**config.mk**
```make
export PLATFORM = sky130hd
export DESIGN_NAME = wb_port_arbiter_flat
export DESIGN_NICKNAME = d
export VERILOG_FILES = /design/src/rtl/wb_port_arbiter_if.sv /design/src/rtl/wb_port_arbiter.sv /design/src/flat_wrapper.sv
export SDC_FILE = /design/constraint.sdc
export NUM_CORES = 1
export LEC_CHECK = 0
export ABC_AREA = 1
export CAP_MARGIN = 20
export CORE_AREA = 2 2 139 141
export DETAILED_ROUTE_END_ITERATION = 6
export DIE_AREA = 0 0 141 143
export GPL_TIMING_DRIVEN = 1
export PLACE_DENSITY_LB_ADDON = 0.1
export SYNTH_ARGS = -nofsm -noshare
export SYNTH_HDL_FRONTEND = slang
export SYNTH_SLANG_ARGS = --single-unit
```
**constraint.sdc**
```tcl
create_clock -name clk -period 2.31 [get_ports clk]
set_input_delay 0.3465 -clock clk [delete_from_list [all_inputs] [get_ports clk]]
set_output_delay 0.3465 -clock clk [all_outputs]
set_load 0.02 [all_outputs]
```
**src/rtl/wb_port_arbiter_if.sv**
```systemverilog
// Write-port bus between the writeback requesters and the register-file arbiter.
// The requester side is the master; the arbiter is the slave.
interface wb_port_arbiter_if #(
  parameter int NREQ   = 4,
  parameter int ADDR_W = 3,
  parameter int DATA_W = 64
);
  logic [NREQ-1:0]          req;
  logic [NREQ*ADDR_W-1:0]   req_addr;
  logic [NREQ*DATA_W-1:0]   req_data;
  logic                     stall;
  logic [NREQ-1:0]          gnt;
  logic                     wr_en;
  logic [(1<<ADDR_W)-1:0]   wr_sel;
  logic [ADDR_W-1:0]        wr_addr;
  logic [DATA_W-1:0]        wr_data;
  logic                     busy;

  modport master (
    output req, req_addr, req_data, stall,
    input  gnt, wr_en, wr_sel, wr_addr, wr_data, busy
  );

  modport slave (
    input  req, req_addr, req_data, stall,
    output gnt, wr_en, wr_sel, wr_addr, wr_data, busy
  );
endinterface

```
**src/rtl/wb_port_arbiter.sv**
```systemverilog
// Round-robin arbiter for the register-file write port: one registered write
// per cycle, one-hot bank select decode, and optional hardwired zero register.
module wb_port_arbiter #(
  parameter int NREQ   = 4,
  parameter int ADDR_W = 3,
  parameter int DATA_W = 64,
  parameter int ZR_EN  = 1
) (
  input  logic             clk,
  input  logic             reset,
  wb_port_arbiter_if.slave bus
);
  localparam int PTR_W = (NREQ > 1) ? $clog2(NREQ) : 1;
  localparam int NSEL  = 1 << ADDR_W;

  logic [PTR_W-1:0]  ptr_reg, ptr_next;
  logic [NREQ-1:0]   gnt_reg, gnt_next;
  logic              wr_en_reg, wr_en_next;
  logic [NSEL-1:0]   wr_sel_reg, wr_sel_next;
  logic [ADDR_W-1:0] wr_addr_reg, wr_addr_next;
  logic [DATA_W-1:0] wr_data_reg, wr_data_next;

  logic [ADDR_W-1:0] addr_arr [NREQ];
  logic [DATA_W-1:0] data_arr [NREQ];
  logic [NREQ-1:0]   elig;
  logic              found;
  logic [PTR_W-1:0]  win;
  logic [ADDR_W-1:0] win_addr;
  logic              zr_hit;

  genvar gi;
  generate
    for (gi = 0; gi < NREQ; gi++) begin : g_unpack
      assign addr_arr[gi] = bus.req_addr[gi*ADDR_W +: ADDR_W];
      assign data_arr[gi] = bus.req_data[gi*DATA_W +: DATA_W];
    end
  endgenerate

  // A requester holding its grant this cycle is still raising req; mask it.
  assign elig = bus.req & ~gnt_reg;

  always_comb begin : p_search
    int idx;
    idx   = 0;
    found = 1'b0;
    win   = '0;
    for (int k = 0; k < NREQ; k++) begin
      idx = int'(ptr_reg) + k;
      if (idx >= NREQ) idx = idx - NREQ;
      if (!found && elig[PTR_W'(idx)]) begin
        found = 1'b1;
        win   = PTR_W'(idx);
      end
    end
  end

  assign win_addr = addr_arr[win];
  assign zr_hit   = (ZR_EN != 0) && (win_addr == {ADDR_W{1'b1}});

  always_comb begin
    gnt_next     = '0;
    wr_en_next   = 1'b0;
    wr_sel_next  = '0;
    wr_addr_next = wr_addr_reg;
    wr_data_next = wr_data_reg;
    ptr_next     = ptr_reg;
    if (!bus.stall && found) begin
      gnt_next[win] = 1'b1;
      wr_addr_next  = win_addr;
      wr_data_next  = data_arr[win];
      ptr_next      = (win == PTR_W'(NREQ-1)) ? '0 : win + PTR_W'(1);
      // Zero-register writes are acknowledged but never reach the bank.
      if (!zr_hit) begin
        wr_en_next            = 1'b1;
        wr_sel_next[win_addr] = 1'b1;
      end
    end
  end

  always_ff @(posedge clk or negedge reset) begin
    if (!reset) begin
      ptr_reg     <= '0;
      gnt_reg     <= '0;
      wr_en_reg   <= 1'b0;
      wr_sel_reg  <= '0;
      wr_addr_reg <= '0;
      wr_data_reg <= '0;
    end else begin
      ptr_reg     <= ptr_next;
      gnt_reg     <= gnt_next;
      wr_en_reg   <= wr_en_next;
      wr_sel_reg  <= wr_sel_next;
      wr_addr_reg <= wr_addr_next;
      wr_data_reg <= wr_data_next;
    end
  end

  assign bus.gnt     = gnt_reg;
  assign bus.wr_en   = wr_en_reg;
  assign bus.wr_sel  = wr_sel_reg;
  assign bus.wr_addr = wr_addr_reg;
  assign bus.wr_data = wr_data_reg;
  assign bus.busy    = bus.stall && (elig != '0);

  a_gnt_onehot: assert property (@(posedge clk) disable iff (!reset) $onehot0(gnt_reg));
  a_sel_onehot: assert property (@(posedge clk) disable iff (!reset) $onehot0(wr_sel_reg));
  a_sel_en:     assert property (@(posedge clk) disable iff (!reset) (wr_sel_reg != '0) |-> wr_en_reg);
  a_en_gnt:     assert property (@(posedge clk) disable iff (!reset) wr_en_reg |-> (gnt_reg != '0));
endmodule

```
**src/flat_wrapper.sv**
```systemverilog
// flat-port wrapper written by rule: the top's interface ports become plain ports
module wb_port_arbiter_flat 
#(
  parameter int NREQ   = 4,
  parameter int ADDR_W = 3,
  parameter int DATA_W = 64,
  parameter int ZR_EN  = 1
)
  (clk, reset, bus_req, bus_req_addr, bus_req_data, bus_stall, bus_gnt, bus_wr_en, bus_wr_sel, bus_wr_addr, bus_wr_data, bus_busy);
  wb_port_arbiter_if #(.NREQ(NREQ), .ADDR_W(ADDR_W), .DATA_W(DATA_W)) bus_i ();
  input  logic clk;
  input  logic reset;
  input wire logic [$bits(bus_i.req)-1:0] bus_req;
  input wire logic [$bits(bus_i.req_addr)-1:0] bus_req_addr;
  input wire logic [$bits(bus_i.req_data)-1:0] bus_req_data;
  input wire logic [$bits(bus_i.stall)-1:0] bus_stall;
  output wire logic [$bits(bus_i.gnt)-1:0] bus_gnt;
  output wire logic [$bits(bus_i.wr_en)-1:0] bus_wr_en;
  output wire logic [$bits(bus_i.wr_sel)-1:0] bus_wr_sel;
  output wire logic [$bits(bus_i.wr_addr)-1:0] bus_wr_addr;
  output wire logic [$bits(bus_i.wr_data)-1:0] bus_wr_data;
  output wire logic [$bits(bus_i.busy)-1:0] bus_busy;
  assign bus_i.req = bus_req;
  assign bus_i.req_addr = bus_req_addr;
  assign bus_i.req_data = bus_req_data;
  assign bus_i.stall = bus_stall;
  assign bus_gnt = bus_i.gnt;
  assign bus_wr_en = bus_i.wr_en;
  assign bus_wr_sel = bus_i.wr_sel;
  assign bus_wr_addr = bus_i.wr_addr;
  assign bus_wr_data = bus_i.wr_data;
  assign bus_busy = bus_i.busy;
  wb_port_arbiter #(.NREQ(NREQ), .ADDR_W(ADDR_W), .DATA_W(DATA_W), .ZR_EN(ZR_EN)) u_core (.clk(clk), .reset(reset), .bus(bus_i));
endmodule
```
==> results.tsv, run 1 <==
stage	metric	value	unit
status	status	finished, final reports clean	
clocking	clockBufferDepth	2	
synthesis	synth.area.top_cells	dfrtp_1 34%, nand2_1 28%, o211ai_1 16%, inv_1 9.4%, buf_2 2.3%	
grt	track_usage	21.2	%
critical_path	r2r_setup_slack	0.20	ns
synthesis	netlist_instances	927	
route	drt_first_pass_iters	6	
synthesis	synth_top_area_share	34.4	%
grt	grt_pass1_vias	6701	
finish	drive_gt1_share	7.41	%
timing	finalCriticalPeriod	2.11	ns
pwr	power_density	1610	mW/mm²
timing	rsz0062_at_grt	false	
placed_design	placed_area	0.0100	mm²
synthesis	synth.distinct_cells	23	
route	num_vias	7022	
critical_path	cp-end-kind	flop	
synthesis	synth-warning-count	0	
synthesis	yosysSeqAreaShare	34.4	%
critical_path	startpoint_type	flop	
finish	fillers	1870	
placed_design	dpl.hpwl	17.2	mm
timing	hold_viol_final	0	
route	wl_per_cell	14.3	µm
finish	area_growth	74.8	%
placed_design	placedCellCount	1506	
synthesis	syn_area	0.00596	mm²
timing	tns	0	ns
timing	slew_violations	0	
timing	holdWs	0.474	ns
floorplan	die_w	141	µm
placed_design	numPortBuffers	355	
synthesis	syn_avg_cell_area	6.43	µm²
grt	grt_pass1_wl	33.8	mm
clocking	tritoncts	done	
finish	largest_register_ff_count	64	
route	m1WireLength	8.78	mm
floorplan	initial_core_util	32.1	%
finish	most-common-layout-cells	439 x nand2_1, 353 x clkdlybuf4s50_1, 149 x inv_1	
route	drt_iter0_markers	203	
pwr	power.leakage	5.21	nW
route	top_layer_used	met5	
floorplan	io-pin-count	356	
pwr	peakVddDrop	0.750	mV
finish	final_common_cell	nand2_1	
timing	max_freq	473	MHz
floorplan	rows	50	
synthesis	ys_seq_elements	82	
timing	finClkSkew	0.00748	ns
clocking	clockRootBuffer	clkbuf_16	
clocking	clk_latency	0.33	ns
critical_path	path_max_fanout	18	
placed_design	gp_congestion	0.840	
route	post-route-drc-count	0	
route	wl_met2	10.8	mm
critical_path	crit_type	reg -> reg	
grt	antenna_found_initial	3	
critical_path	required	2.58	ns
grt	grt_max_degree	57	
run	drv_cap	0	
route	wl_met3	1.87	mm
clocking	cts_buffers	9	
finish	fin_nets	1571	
finish	fin_area	0.0104	mm²
floorplan	dieHeight	143	µm
floorplan	die_area	0.0202	mm²
grt	grt_overflow	0	
clocking	numClockSinks	82	
floorplan	core_area	0.0186	mm²
route	viasPerCell	4.59	
clocking	ctsHtreeMaxLevel	3	
min_path	hold_path_class	in -> async	
critical_path	worstPathArrival	2.39	ns
timing	setup_violations	0	
timing	fin_crit_sh	91.5	%
synthesis	synth_area_leader_cell	dfrtp_1	
finish	fin_cells	1531	
synthesis	syn-num-nets	1206	
route	wirelength	21.9	mm
clocking	path_clk_slew	0.06	ns
route	final_antenna_net_count	0	
power breakdown:
group	switching (mW)	internal [mW]
clock network	0.557	0.776
logic	7.17	5.79
registers	0.372	2.16
critical path, stage by stage (launching register included):
cell	delay, ns
dfrtp_2	0.45
clkinv_4	0.12
nand3_1	0.12
nand3_1	0.09
nand2_2	0.14
nand3_2	0.12
nor2_1	0.10
nor2_1	0.07
nor2_4	0.19
buf_4	0.16
buf_12	0.16
o211ai_1	0.13
nand2_1	0.08
nand2_1	0.04
nand2_1	0.06
cells by family after synthesis:
group,Yosys count,synth area share [%]
buffers and inverters,213,15.4
adders and majority gates,4,0.839
AOI/OAI and AO/OA,132,16.4
other,1,0.0629
DFF,82,34.4
and+or+nand+nor,495,32.9
layer usage:
layer  GRT usage [%]  vias up
met5               0        -
met2            38.1      257
met4            6.26        4
met3            6.47       26
li1                -     3632
met1            24.2     3103
Yosys cell counts:
cell	n
o21ai_1	1
dfrtp_1	82
nand2_4	1
buf_2	28
nand3_2	3
nor2_1	16
nand2_1	439
inv_1	150
buf_4	13
nand3_1	21
ha_1	4
conb_1	1
nand3_4	1
buf_6	4
nand2_2	6
inv_4	1
nor2_2	1
clkbuf_1	14
nand3b_1	1
o211ai_1	128
inv_2	3
nand4_1	6
o21ai_0	3
stage by stage:
step                worst slack, ns  utilization (%)  power, mW
finish                        0.196             56.1       16.8
global route                0.00638             56.1       18.6
CTS                          0.0689             55.5       16.7
detailed placement           -0.105             54.0       15.2
global placement            -0.0590             54.0       15.2
floorplan                     0.395                -       10.5
worst paths after layout:
path                                               startpoint                                  to  cells after the start
max                             u_core.ptr_reg[0]$_DFFE_PN0P_  u_core.bus.wr_data[15]$_DFFE_PN0P_                     14
min                                                     reset  u_core.bus.wr_data[20]$_DFFE_PN0P_                      2
max reg2reg                     u_core.ptr_reg[0]$_DFFE_PN0P_  u_core.bus.wr_data[15]$_DFFE_PN0P_                     14
min reg2reg                u_core.bus.wr_data[61]$_DFFE_PN0P_  u_core.bus.wr_data[61]$_DFFE_PN0P_                      2
max in group asynchronous                               reset       u_core.ptr_reg[1]$_DFFE_PN0P_                      3
min in group clk           u_core.bus.wr_data[61]$_DFFE_PN0P_  u_core.bus.wr_data[61]$_DFFE_PN0P_                      2
final cells by class:
class / instances / area [µm²] / area share (%)
diodes: 1 / 2.50 / 0.0240
multi-input cells: 632 / 3020 / 29.0
inverters: 154 / 583 / 5.59
well taps: 234 / 293 / 2.81
repair buffers: 413 / 4200 / 40.3
flip-flops and latches: 82 / 2050 / 19.7
clock inverters: 3 / 15.0 / 0.144
clock buffers: 12 / 256 / 2.46
timing repair:
item / 4_1_cts / 5_1_grt
resized for setup: 0 / 8
hold endpoints to repair: 26 / 0
buffers inserted: 0 / 7
endpoints found under the setup margin: 0 / 78
hold buffers: 1 / 0
No activity file was read; power rests on OpenSTA's default activity.
==> run 2: changes to the inputs <==
--- a/config.mk
+++ b/config.mk
@@ -12,6 +12,7 @@
 export DIE_AREA = 0 0 141 143
 export GPL_TIMING_DRIVEN = 1
 export PLACE_DENSITY_LB_ADDON = 0.1
+export REMOVE_ABC_BUFFERS = 1
 export SYNTH_ARGS = -nofsm -noshare
 export SYNTH_HDL_FRONTEND = slang
 export SYNTH_SLANG_ARGS = --single-unit
==> run 2 against run 1 <==
  * Register-to-register slack worse by 0.06 ns
  * Clock skew hardly changed
  * Maximum frequency is 4.5% lower
  * Power is 2.1% higher
  * Sequential cell count unchanged
  * Worst setup slack got worse by 0.099 ns
  * Cell count down 0.39%
==> results.tsv, run 2 (synthesis gave the netlist of run 1 again) <==
stage	metric	value	unit	change
grt	grt_max_degree	41		was 57
critical_path	crit_type	in -> out		was reg -> reg
floorplan	rows	50		unchanged
clocking	cts_buffers	9		unchanged
floorplan	die_area	0.0202	mm²	unchanged
min_path	min_path_cells	2		
route	post-route-drc-count	0		unchanged
run	drv_cap	0		unchanged
route	drt_iter0_markers	241		was 203
clocking	ctsHtreeMaxLevel	3		unchanged
critical_path	r2r-start	u_core.ptr_reg[0]$_DFFE_PN0P_		unchanged
grt	antenna_found_initial	0		was 3
placed_design	gp_congestion	0.889		was 0.840
finish	largest_register_ff_count	64		unchanged
finish	most-common-layout-cells	439 x nand2_1, 354 x clkdlybuf4s50_1, 149 x inv_1		was 439 x nand2_1, 353 x clkdlybuf4s50_1, 149 x inv_1
timing	finClkSkew	0.00790	ns	was 0.00748 ns
timing	finalCriticalPeriod	2.21	ns	was 2.11 ns
placed_design	placedCellCount	1500		was 1506
min_path	min_to	u_core.bus.wr_data[48]$_DFFE_PN0P_		
clocking	clockRootBuffer	clkbuf_16		unchanged
clocking	clk_latency	0.34	ns	was 0.33 ns
timing	slew_violations	0		unchanged
grt	grt_pass1_wl	33.0	mm	was 33.8 mm
pwr	power.leakage	5.22	nW	was 5.21 nW
timing	setup_violations	0		unchanged
route	final_antenna_net_count	0		unchanged
route	viasPerCell	4.55		was 4.59
finish	fin_area	0.0105	mm²	was 0.0104 mm²
placed_design	dpl.hpwl	16.8	mm	was 17.2 mm
clocking	tritoncts	done		unchanged
placed_design	post-place-ws	-0.150	ns	was -0.105 ns
critical_path	path_max_fanout	3		was 18
min_path	hold_path_class	reg -> reg		was in -> async
route	wl_per_cell	14.2	µm	was 14.3 µm
finish	fin_nets	1564		was 1571
floorplan	initial_core_util	32.1	%	unchanged
finish	area_growth	75.9	%	was 74.8%
placed_design	placed_area	0.0100	mm²	about the same
critical_path	cp-end-kind	primary output		was flop
finish	fin_cells	1525		was 1531
finish	drive_gt1_share	6.98	%	was 7.41%
min_path	holdCritStartpoint	u_core.bus.wr_data[48]$_DFFE_PN0P_		
pwr	peakVddDrop	0.856	mV	was 0.750 mV
critical_path	worstReg2RegEnd	u_core.bus.wr_data[58]$_DFFE_PN0P_		was u_core.bus.wr_data[15]$_DFFE_PN0P_
route	num_vias	6934		was 7022
critical_path	worst-r2r-cell-count	13		was 14
clocking	path_clk_slew	0.06	ns	about the same
route	wirelength	21.6	mm	was 21.9 mm
route	drt_first_pass_iters	5		was 6
critical_path	worstPathArrival	1.87	ns	was 2.39 ns
grt	track_usage	20.8	%	was 21.2%
timing	fin_crit_sh	95.8	%	was 91.5%
finish	final_common_cell	nand2_1		unchanged
floorplan	dieHeight	143	µm	unchanged
timing	setup_ws	0.0961	ns	was 0.196 ns
grt	grt_overflow	0		unchanged
clocking	numClockSinks	82		unchanged
floorplan	io-pin-count	356		unchanged
placed_design	numPortBuffers	355		unchanged
clocking	clockBufferDepth	2		unchanged
pwr	power_density	1640	mW/mm²	was 1610 mW/mm²
grt	grt_pass1_vias	6575		was 6701
floorplan	core_area	0.0186	mm²	unchanged
timing	max_freq	452	MHz	was 473 MHz
status	status	finished, final reports clean		unchanged
critical_path	required	1.96	ns	was 2.58 ns
critical_path	startpoint_type	input port		was flop
floorplan	die_w	141	µm	unchanged
finish	fillers	1870		unchanged
critical_path	r2r_setup_slack	0.14	ns	was 0.20 ns
timing	hold_viol_final	0		unchanged
==> run 2: cell count changes in the layout (fill, tap and decap cells not counted), moves of 2 or more <==
cell / before / now
buf_4: 41 / 31
buf_12: 15 / 18
clkinv_2: 3 / 0
buf_6: 2 / 0
bufinv_16: 0 / 2
clkinv_4: 1 / 3
==> run 2: metrics by stage <==
stage | hold slack (ns) | power [mW] | TNS, ns | utilization, %
2_1_floorplan | 0.0509 | 8.51 | -210.89 | -
3_3_place_gp | 0.305 | 15.2 | -1.63 | 54.0
3_5_place_dp | 0.305 | 15.3 | -2.60 | 54.0
4_1_cts | 0.480 | 16.9 | 0 | 55.8
5_1_grt | 0.496 | 18.9 | -0.000846 | 56.4
6_report | 0.476 | 17.2 | 0 | 56.5
==> run 2: what timing repair did <==
action / 4_1_cts / 5_1_grt
resized for setup: 0 / 9
setup endpoints to repair: 0 / 77
setup buffers: 0 / 5
hold buffers: 1 / 0
hold endpoints to repair: 27 / 0
==> run 2: worst max path at each step <==
stage	slack [ns]	start	to	depth (start not counted)
after floorplan	-2.84	u_core.bus.gnt[3]$_DFF_PN0_	u_core.bus.wr_addr[2]$_DFFE_PN0P_	8
after global placement	-0.15	bus_req[3]	u_core.ptr_reg[1]$_DFFE_PN0P_	12
after detailed placement	-0.15	bus_req[0]	u_core.bus.wr_data[58]$_DFFE_PN0P_	14
after CTS	0.06	u_core.ptr_reg[0]$_DFFE_PN0P_	u_core.bus.wr_data[58]$_DFFE_PN0P_	14
after global routing	-0.0008	u_core.ptr_reg[0]$_DFFE_PN0P_	u_core.bus.wr_data[22]$_DFFE_PN0P_	15
final	0.1	bus_req[0]	bus_busy	6
==> run 2: metal layers <==
metal	part of all wire [%]	wire length, µm	track usage [%]
met3	7.3	1590	6.20
met1	40	8640	23.6
met2	50	10800	37.2
met4	2.9	622	7.53
met5	0	0	0
==> run 2: final cells by class <==
cell class / instances / area [µm²] / share of cell area, %
inverter: 154 / 586 / 5.58
timing repair buffer: 406 / 4200 / 40.0
multi-input combinational: 632 / 3030 / 28.9
tap: 234 / 293 / 2.79
clock inverter: 5 / 86.3 / 0.823
antenna: 1 / 2.50 / 0.0239
sequential: 82 / 2050 / 19.6
clock buffer: 11 / 243 / 2.31
==> run 2: where the power goes <==
group          switching (mW)  leakage [nW]  internal [mW]
logic                    7.27          4.05           5.78
clock network           0.592         0.160          0.984
registers               0.391          1.02           2.16
==> run 2: worst max-delay path, cell delays in order <==
cell and delay, ns:
clkdlybuf4s50_1 0.53, nand2_1 0.07, nand4_1 0.13, inv_1 0.07
nor2_1 0.10, clkdlybuf4s50_1 0.62
==> run 3: changes to the inputs <==
--- a/config.mk
+++ b/config.mk
@@ -11,7 +11,7 @@
 export DETAILED_ROUTE_END_ITERATION = 6
 export DIE_AREA = 0 0 141 143
 export GPL_TIMING_DRIVEN = 1
-export PLACE_DENSITY_LB_ADDON = 0.1
+export PLACE_DENSITY_LB_ADDON = 0.12
 export REMOVE_ABC_BUFFERS = 1
 export SYNTH_ARGS = -nofsm -noshare
 export SYNTH_HDL_FRONTEND = slang
==> run 3 against run 2 <==
  * Highest routed layer unchanged
  * Global-route usage is 0.18 points lower
  * Clock skew is 0.00069 ns lower
  * Non-clock buffer count is 5 lower
  * Clock power is 6% lower
  * Sequential power hardly changed
  * Critical path depth stayed put
  * Worst hold slack worse by 0.47 ns
  * Sequential cell count stayed put
  * Combinational power is 3% lower
==> results.tsv, run 3 (synthesis gave the netlist of run 1 again) <==
stage	metric	value	unit	change
timing	fin_crit_sh	92.8	%	was 95.8%
finish	area_growth	73.5	%	was 75.9%
critical_path	crit_type	in -> out		unchanged
critical_path	required	1.96	ns	about the same
critical_path	crit_family	buffers and inverters		unchanged
placed_design	gp_congestion	0.832		was 0.889
grt	grt_pass1_vias	6552		was 6575
timing	hold_viol_final	0		unchanged
critical_path	critPathBufInv	3		unchanged
critical_path	slowest_stage	clkdlybuf4s50_1		unchanged
pwr	p_clk_share	9.0	%	was 9.2%
critical_path	worstPathArrival	1.80	ns	was 1.87 ns
finish	largest_register_ff_count	64		unchanged
timing	slew_violations	0		unchanged
grt	grt_pass1_wl	33.0	mm	about the same
route	post-route-drc-count	0		unchanged
floorplan	initial_core_util	32.1	%	unchanged
placed_design	numPortBuffers	355		unchanged
finish	fin_area	0.0103	mm²	was 0.0105 mm²
grt	grt_overflow	0		unchanged
critical_path	cp_common_cell	clkdlybuf4s50_1		unchanged
finish	fin_nets	1559		was 1564
finish	most-common-layout-cells	439 x nand2_1, 354 x clkdlybuf4s50_1, 149 x inv_1		unchanged
floorplan	die_w	141	µm	unchanged
timing	setup_ws	0.167	ns	was 0.0961 ns
pwr	power	16.6	mW	was 17.2 mW
min_path	hold_path_class	in -> async		was reg -> reg
finish	fin_cells	1519		was 1525
pwr	p_switching	8.02	mW	was 8.25 mW
route	final_antenna_net_count	0		unchanged
critical_path	critPathMaxStageDelay	0.61	ns	was 0.62 ns
placed_design	post-place-ws	-0.0988	ns	was -0.150 ns
critical_path	startpoint_type	input port		unchanged
pwr	seqPwrFrac	15.4	%	was 14.9%
clocking	path_clk_slew	0.06	ns	about the same
route	wl_per_cell	13.7	µm	was 14.2 µm
route	drt_iter0_markers	218		was 241
critical_path	cp-end-kind	primary output		unchanged
timing	setup_violations	0		unchanged
pwr	comb_power_share	75.7	%	was 76.0%
route	viasPerCell	4.53		was 4.55
floorplan	io-pin-count	356		unchanged
floorplan	core_area	0.0186	mm²	unchanged
finish	drive_gt1_share	6.38	%	was 6.98%
clocking	cts_buffers	9		unchanged
critical_path	path_max_fanout	3		unchanged
clocking	ctsHtreeMaxLevel	3		unchanged
clocking	clockRootBuffer	clkbuf_16		unchanged
clocking	numClockSinks	82		unchanged
grt	track_usage	20.6	%	was 20.8%
route	drt_first_pass_iters	7		was 5
timing	holdWs	0.00144	ns	was 0.476 ns
finish	n_antenna_cell	0		was 1
route	num_vias	6878		was 6934
status	status	finished, final reports clean		unchanged
timing	max_freq	467	MHz	was 452 MHz
placed_design	placed_area	0.0100	mm²	about the same
timing	rsz0062_at_grt	false		
pwr	power.leakage	5.16	nW	was 5.22 nW
grt	antenna_found_initial	0		unchanged
placed_design	placedCellCount	1501		was 1500
grt	grt_max_degree	83		was 41
pwr	peakVddDrop	0.759	mV	was 0.856 mV
critical_path	cp_cell_sequence	clkdlybuf4s50_1 -> nand2_1 -> nand4_1 -> inv_1 -> nor2_1 -> clkdlybuf4s50_1		unchanged
finish	final_common_cell	nand2_1		unchanged
floorplan	rows	50		unchanged
route	wirelength	20.8	mm	was 21.6 mm
clocking	clockBufferDepth	2		unchanged
clocking	clk_latency	0.34	ns	about the same
pwr	p_int	8.57	mW	was 8.93 mW
timing	tns	0	ns	unchanged
timing	finClkSkew	0.00721	ns	was 0.00790 ns
run	drv_cap	0		unchanged
finish	final_core_util	55.7	%	was 56.5%
placed_design	dpl.hpwl	16.4	mm	was 16.8 mm
pwr	swShare	48.3	%	was 48.0%
floorplan	die_area	0.0202	mm²	unchanged
timing	finalCriticalPeriod	2.14	ns	was 2.21 ns
floorplan	dieHeight	143	µm	unchanged
clocking	tritoncts	done		unchanged
pwr	power_density	1600	mW/mm²	was 1640 mW/mm²
[run 3: cell types whose count changed in the layout (fill, tap and decap cells not counted), sizes merged]
| cell | change |
|---|---|
| dlygate4sd3 | -1 |
| clkbuf | -1 |
| clkinvlp | +2 |
| buf | -2 |
| clkinv | -2 |
| bufinv | -1 |
| diode | -1 |
[run 3: layout make-up]
cell class | instances | area, µm²
Timing Repair Buffer | 401 | 4100
Inverter | 154 | 581
Clock inverter | 4 | 50.0
Tap cell | 234 | 293
Clock buffer | 12 | 256
Fill cell | 1790 | 8230
Multi-Input combinational cell | 632 | 3020
Sequential cell | 82 | 2050
[run 3: power by group through the flow]
stage / clock network, mW / logic, mW / registers [mW]
after CTS: 1.52 / 12.7 / 2.56
after floorplan: 0 / 5.14 / 3.37
after detailed placement: 0 / 12.7 / 2.55
after global placement: 0 / 12.6 / 2.54
final: 1.49 / 12.6 / 2.55
after global routing: 1.60 / 14.1 / 2.63
[run 3: final timing paths]
check	startpoint	endpoint	slack, ns	depth (start not counted)
setup / recovery	bus_req[3]	bus_busy	0.17	6
min in group clk	u_core.bus.wr_data[33]$_DFFE_PN0P_	u_core.bus.wr_data[33]$_DFFE_PN0P_	0.48	2
max in group asynchronous	reset	u_core.ptr_reg[0]$_DFFE_PN0P_	1.89	2
hold / removal	reset	u_core.bus.wr_data[21]$_DFFE_PN0P_	0.001	2
hold reg to reg	u_core.bus.wr_data[33]$_DFFE_PN0P_	u_core.bus.wr_data[33]$_DFFE_PN0P_	0.48	2
setup reg to reg	u_core.ptr_reg[0]$_DFFE_PN0P_	u_core.bus.wr_data[12]$_DFFE_PN0P_	0.21	14
[run 3: routing by layer]
metal / global-route usage [%] / vias up / routed length, µm
met1: 24.6 / 3015 / 8680
met4: 7.63 / 0 / 597
met5: 0 / - / 0
met3: 4.63 / 36 / 1320
met2: 36.5 / 224 / 10200
li1: - / 3603 / -
[run 3: timing repair]
item / CTS / global route
setup endpoints to repair: 0 / 78
setup buffers: 0 / 2
hold buffers: 0 / 0
gates resized for setup: 0 / 4
